File: src/rtl/aes_pkg.sv
// Shared AES constants used by the core wrapper and its companions.
package aes_pkg;
  localparam int AES_BLOCK_W    = 128;
  localparam int AES128_LATENCY = 21;
endpackage

File: src/rtl/aes_result_fifo.sv
// Result FIFO: wrapping pointers, occupancy count, combinational head read.
module aes_result_fifo #(
  parameter int W     = 136,
  parameter int DEPTH = 4
) (
  input  logic         clk,
  input  logic         rst_n,
  input  logic         wr_en,
  input  logic [W-1:0] wr_data,
  input  logic         rd_en,
  output logic [W-1:0] rd_data,
  output logic         empty
);
  localparam int PW = (DEPTH > 1) ? $clog2(DEPTH) : 1;
  localparam int CW = $clog2(DEPTH + 1);

  logic [W-1:0]  mem [DEPTH];
  logic [PW-1:0] wr_ptr, rd_ptr;
  logic [CW-1:0] count;
  logic          full;

  function automatic logic [PW-1:0] nxt(input logic [PW-1:0] p);
    return (p == PW'(DEPTH - 1)) ? '0 : p + 1'b1;
  endfunction

  assign empty   = (count == '0);
  assign full    = (count == CW'(DEPTH));
  assign rd_data = mem[rd_ptr];

  always_ff @(posedge clk or negedge rst_n) begin
    if (!rst_n) begin
      wr_ptr <= '0;
      rd_ptr <= '0;
      count  <= '0;
    end else begin
      if (wr_en) wr_ptr <= nxt(wr_ptr);
      if (rd_en) rd_ptr <= nxt(rd_ptr);
      case ({wr_en, rd_en})
        2'b10:   count <= count + 1'b1;
        2'b01:   count <= count - 1'b1;
        default: count <= count;
      endcase
    end
  end

  // Storage is deliberately left out of reset.
  always_ff @(posedge clk) begin
    if (wr_en) mem[wr_ptr] <= wr_data;
  end

  always @(posedge clk) begin
    if (rst_n) assert (!(wr_en && full));
  end
endmodule

File: src/rtl/aes_result_buffer.sv
// Tracks live slots of the fixed-latency AES core, captures results with tags
// and hands them out in order; credits keep the FIFO from ever overflowing.
module aes_result_buffer
  import aes_pkg::*;
#(
  parameter int LATENCY = AES128_LATENCY,
  parameter int DEPTH   = 4,
  parameter int TAG_W   = 8
) (
  input  logic                   clk,
  input  logic                   rst_n,
  input  logic                   in_valid,
  input  logic [TAG_W-1:0]       in_tag,
  output logic                   in_ready,
  input  logic [AES_BLOCK_W-1:0] core_state_out,
  output logic                   out_valid,
  output logic [AES_BLOCK_W-1:0] out_data,
  output logic [TAG_W-1:0]       out_tag,
  input  logic                   out_ready
);
  localparam int CW = $clog2(DEPTH + 1);
  localparam int FW = AES_BLOCK_W + TAG_W;

  logic                          in_fire, out_fire;
  logic [LATENCY-1:0]            vld_pipe;
  logic [LATENCY-1:0][TAG_W-1:0] tag_pipe;
  logic [CW-1:0]                 credits;
  logic                          fifo_empty;
  logic [FW-1:0]                 head;

  assign in_ready  = (credits < CW'(DEPTH));
  assign in_fire   = in_valid & in_ready;
  assign out_valid = ~fifo_empty;
  assign out_fire  = out_valid & out_ready;
  assign {out_data, out_tag} = head;

  always_ff @(posedge clk or negedge rst_n) begin
    if (!rst_n) vld_pipe <= '0;
    else begin
      vld_pipe[0] <= in_fire;
      for (int i = 1; i < LATENCY; i++) vld_pipe[i] <= vld_pipe[i-1];
    end
  end

  // Tags only matter alongside a set valid bit, so they need no reset.
  always_ff @(posedge clk) begin
    tag_pipe[0] <= in_tag;
    for (int i = 1; i < LATENCY; i++) tag_pipe[i] <= tag_pipe[i-1];
  end

  always_ff @(posedge clk or negedge rst_n) begin
    if (!rst_n) credits <= '0;
    else begin
      case ({in_fire, out_fire})
        2'b10:   credits <= credits + 1'b1;
        2'b01:   credits <= credits - 1'b1;
        default: credits <= credits;
      endcase
    end
  end

  always @(posedge clk) begin
    if (rst_n) begin
      assert (!(out_fire && !in_fire && credits == '0));
      assert (!(in_fire && !out_fire && credits == CW'(DEPTH)));
    end
  end

  aes_result_fifo #(.W(FW), .DEPTH(DEPTH)) u_fifo (
    .clk     (clk),
    .rst_n   (rst_n),
    .wr_en   (vld_pipe[LATENCY-1]),
    .wr_data ({core_state_out, tag_pipe[LATENCY-1]}),
    .rd_en   (out_fire),
    .rd_data (head),
    .empty   (fifo_empty)
  );
endmodule

File: config.mk
export PLATFORM = sky130hd
export DESIGN_NAME = aes_result_buffer
export DESIGN_NICKNAME = d
export VERILOG_FILES = /design/src/rtl/aes_pkg.sv /design/src/rtl/aes_result_fifo.sv /design/src/rtl/aes_result_buffer.sv
export SDC_FILE = /design/constraint.sdc
export NUM_CORES = 1
export LEC_CHECK = 0
export BUFFER_PORTS_ARGS = -buffer_cell sky130_fd_sc_hd__buf_2
export CAP_MARGIN = 5
export CORE_MARGIN = 10
export CORE_UTILIZATION = 50
export DETAILED_ROUTE_END_ITERATION = 8
export PLACE_DENSITY = 0.73
export REMOVE_ABC_BUFFERS = 1
export SLEW_MARGIN = 20
export SYNTH_ARGS = -nofsm -noshare
export SYNTH_HDL_FRONTEND = slang
export SYNTH_SLANG_ARGS = --single-unit
File: constraint.sdc
create_clock -name clk -period 7.9 [get_ports clk]
set_input_delay 0.79 -clock clk [delete_from_list [all_inputs] [get_ports clk]]
set_output_delay 0.79 -clock clk [all_outputs]
set_load 0.01 [all_outputs]
# After elaboration in Yosys (flattened, before gate mapping)
# Memory sizes are Yosys's and may differ from the RTL's.
# Cells that the tools add are included.
# W data, S select, Z words.
totals:
  regBits: 199
  latchBits: 0
  mem_bits_rw: 544
  romBits: 0
  inputBits: 140
  output_inout_bits: 138
  wordCells: 52
  mem_count: 1
mem_list:
  columns: ["name", "words", "word_bits", "rd", "rd_ports_with_merged_regs", "wr", "line_no", "source"]
  rows:
  - ["u_fifo.mem", 4, 136, 1, 0, 1, "aes_result_fifo.sv:17", "logic [W-1:0] mem [DEPTH];"]
op_classes:
  addsub: 6
  multipliers: 0
  n_div: 0
  order_cmp: 1
  n_eq_ne: 6
  shift: 0
  mux: 6
  n_bitwise: 3
  reduce_logical: 3
op_table:
  columns: ["op", "count"]
  rows:
  - ["$pmux W3 S2", 2]
  - ["$eq A2 B2 Y1 const B", 4]
  - ["$add A3 B1 Y3 const B", 2]
  - ["$sub A3 B1 Y3 const B", 2]
  - ["$add A2 B1 Y2 const B", 2]
  - ["$eq A2 B1 Y1 const B", 2]
  - ["$mux W2", 2]
  - ["$reduce_bool A2 Y1", 2]
  - ["$logic_not A3 Y1", 1]
  - ["$lt A3 B3 Y1 const B", 1]
  - ["$and A1 B1 Y1", 2]
  - ["$mux W1", 2]
  - ["$not A1 Y1", 1]

# Depth between registers and ports, before layout
logic_depth:
  ltp_word: 5
  depth_mapped: 9
  mapped_depth_nobuf: 9

# Modules after synthesis
# From an unflattened synthesis, not the netlist that was laid out.
hier_totals:
  hier_cells: 956
  area_unflattened_um2: 24222.0
modules_own_cells:
  columns: ["mod", "n_inst", "cells_each", "area_per_inst_um2", "seq_area_each_um2"]
  rows:
  - ["aes_result_fifo", 1, 748, 20154.3, 16510.8]
  - ["aes_result_buffer", 1, 208, 4067.7, 3963.8]

# Worst setup path after synthesis
# No wires, ideal clock.
synth_path:
  kind: "reg2reg"
  start: "reg u_fifo.wr_ptr[0]"
  end: "mem u_fifo.mem[0][0], enable pin"
  setup_ns: 0.511
  arrival_ns: 3.736
  t_required_ns: 7.389
  path_slack_ns: 3.653
  stages_incl_launch_ff: 4
  path_buffers: 0
  synth_period_minus_slack_ns: 4.247
  path_cell_list: "dfrtp_1 inv_1 ha_1 and2_1"
synth_lines:
  columns: ["item", "line_no", "source"]
  rows:
  - ["start, declared", "aes_result_fifo.sv:18", "logic [PW-1:0] wr_ptr, rd_ptr;"]
  - ["start signal, assigned", "aes_result_fifo.sv:36", "if (wr_en) wr_ptr <= nxt(wr_ptr);"]
  - ["end, declared", "aes_result_fifo.sv:17", null]
# Straight into the memory's write port.

# Worst setup path after layout
layout_path:
  start: "reg u_fifo.rd_ptr[1]"
  end: "out out_data[5]"
layout_between:
  elab_chain_len: 1
layout_lines:
  columns: ["item", "line_no", "source"]
  rows:
  - ["start, declared", "aes_result_fifo.sv:18", null]
  - ["start signal, assigned", "aes_result_fifo.sv:37", "if (rd_en) rd_ptr <= nxt(rd_ptr);"]
  - ["$mem_v2 Z4 W136", null, null]
  - ["end, declared", "aes_result_buffer.sv:17", "output logic [AES_BLOCK_W-1:0] out_data,"]
# Every way passes these cells.

==> out/results.tsv <==
metric	value	unit
Max Slew Vio Count	0	
worst vdd ir	0.000273	V
complex-gate fraction of the synthesized area	0.000413	
crit-path leading delay family	buffers and inverters	
fillcell total	3414	
DIE AREA	0.0577	mm²
Mapped Area	0.0242	mm²
Slowest-stage cell, CP	dfrtp_4	
Top Ports	278	
CTS Buf Count	73	
Residual DRC	0	
# port buffers	277	
CTS sink cnt	743	
DIE WIDTH	240	µm
Post-Synthesis Cells	955	
Max Cap Violations	0	
Lkg Pwr	0.0101	µW
GR Overflow Total	0	
simple-gate share of the synthesized area	0.00248	
Worst-Skew Late Latency	0.60	ns
outcome	finished, final reports clean	
worst slack at placement	4.83	ns
kind of critical path	flop to output port	
Die H	240	µm
vias	10400	
largest family of logic cells by synthesized area	multiplexers	
FP Rows	80	
Core Region	0.0478	mm²
mean area per synthesized cell	25.4	µm²
Synth top area share	0.674	
Post-DRT Antenna Nets	0	
clock transition at the registers of the reported paths	0.06	ns
Placer Congestion	0.724	
Initial Util	0.506	
Post-DP Area	0.0261	mm²
antenna violations before repair	6	
Reg2Reg Depth	4	
fin area	0.0285	mm²
cell taking the most area after synthesis	edfxtp_1	
Fmax achieved	0.273	GHz
CTS max path bufs	3	
pin count of the biggest net entering global routing	65	
post-CTS sizing	0	
fin util	0.596	
WP buf/inv	2	
vias in the first global route	11200	
Worst Path Required	7.11	ns
Sw Pwr	2830	µW
Sw Share	0.269	
GRT Resource Usage Total	0.156	
worst reg2reg path startpoint	u_fifo.wr_ptr[0]	
mux contribution to synthesized area	0.128	
relative slew slack	0.361	
post-synthesis xor/xnor area fraction	0.00217	
# nets final	1438	
register area	0.0205	mm²
Setup TNS	0	ns
DRT Wirelength	44.5	mm
Ys Warns	0	
r2r setup slk	5.43	ns
First DRT Iteration DRCs	802	
Internal	7700	µW
synth-to-layout area growth	17.6	%
CP arrival	2.88	ns
first-pass GRT wire length	67.5	mm
HPWL Detailed	26.8	mm
RSZ-0062 raised after global routing	no	
combinational fraction of design power	0.221	
worst r2r dst	u_fifo.mem[2][127]	
cells along the critical path	buf_4 > mux4_2 > buf_2	
CP Depth	3	
drt first pass iters	5	
Sequential Power Share	0.462	
htree depth	3	
fin crit period	3.67	ns
Clock power frac	0.317	
setup repair bufs after CTS	0	
ratio of cells with drive above 1 in the final layout	0.401	
CP startpoint kind	flop	
largest cells by area after synthesis	edfxtp_1 (67%), dfxtp_1 (14%), mux4_2 (13%)	
area of the multi-input gates	0.00337	mm²
adder-cell share of the synthesized area	0.00527	
routed len/inst	22.6	µm
crit share post-route	0.464	
Seq/Total Area, Yosys	0.845	
Yosys cell types	22	
worst slew pin tran	0.959	ns
clk_skew	0.0155	ns
commonest non-fill, non-tap cell in the layout	edfxtp_1	
clk root buf	clkbuf_16	
Synth Register Bits	743	
Avg Vias per Cell	5.27	
Final setup viols	0	
TritonCTS clock tree	built	
crit path max fanout	53	
Final WS setup	4.23	ns
Max stage delay on crit path	0.83	ns
Hold Path Class	primary input to asynchronous set/reset pin	
nature of the critical path endpoint	output port	
Power Dens Cells	369	mW/mm²
hold buffer count at cts	0	
Final Hold Vio Count	0	
most frequent cells in the layout	edfxtp_1 (544), buf_2 (277), dfxtp_1 (168)	
[worst reg2reg max path: cells and delay by family, from the launching register on]
family	cells	cell delay (ns)
buffers and inverters	2	0.97
flip-flops	1	0.41
adder cells (fa/ha/maj)	1	0.18
AND/OR/NAND/NOR	1	0.49
[state kept, by name, summed over array words and instances, names as in the netlist]
signal         count
u_fifo.rd_ptr      2
u_fifo.mem       544
u_fifo.wr_ptr      2
u_fifo.count       3
credits            3
vld_pipe          21
tag_pipe         168
[worst max-delay path by stage]
stage	from	endpoint	slack, ns
6_report	u_fifo.rd_ptr[1]	out_data[5]	4.23
5_1_grt	u_fifo.rd_ptr[1]	out_data[90]	4.08
4_1_cts	u_fifo.rd_ptr[1]	out_data[90]	4.19
3_5_place_dp	u_fifo.rd_ptr[1]	out_data[90]	4.83
3_3_place_gp	u_fifo.rd_ptr[1]	out_data[80]	4.82
2_1_floorplan	u_fifo.rd_ptr[0]	out_data[0]	1.15
[per-layer routing]
metal	global-route usage	vias up	routed length, µm
met5	0	-	27
met2	0.259	348	22500
met3	0.0465	75	3280
met4	0.0521	4	1020
li1	-	4564	-
met1	0.195	5389	17700
[kinds of logic (layout without fill, tap and decap cells)]
group           after synthesis  after routing
flops                       743            743
mux                         140            140
buf+inv                      43            437
simple gates                 12             12
fa+ha+maj                     9              9
xor+xnor                      6              6
compound gates                2              2
other cells                   0              4
[power groups by stage]
stage                     logic [µW]  registers [µW]  clock network, µW
after floorplan                 1470            5130                  0
after global placement          2380            4920                  0
after detailed placement        2400            4950                  0
after CTS                       2410            4870               3420
after global routing            2520            4910               3590
final                           2330            4860               3340
[final cells by class]
cell class	count	share of cell area
sequential	743	0.719
antenna	4	0.000351
clock inverter	37	0.0116
timing repair buffer	290	0.0521
clock buffer	98	0.0706
multi-input combinational	169	0.118
tap	615	0.0270
inverter	12	0.00158
[synth_stat cells]
library cell / count
fa_1: 2
and2_1: 4
buf_4: 1
dfxtp_1: 168
nand2_1: 3
buf_2: 14
nor2_1: 3
mux4_2: 136
ha_1: 7
xor2_1: 3
buf_8: 1
buf_12: 11
or3_1: 2
mux2i_1: 2
o21ai_0: 2
dfrtp_1: 31
edfxtp_1: 544
xnor2_1: 3
buf_6: 3
mux2_2: 2
clkbuf_1: 1
inv_1: 12
[per-stage QoR]
| step | hold slack, ns | power (µW) | cells |
|---|---|---|---|
| 2_1_floorplan | 0.310 | 6600 | 924 |
| 3_3_place_gp | 0.310 | 7300 | 1829 |
| 3_5_place_dp | 0.312 | 7350 | 1829 |
| 4_1_cts | 0.209 | 10700 | 1964 |
| 5_1_grt | 0.250 | 11000 | 1967 |
| 6_report | 0.227 | 10500 | 1968 |
Power figures use the tool's default switching activity.
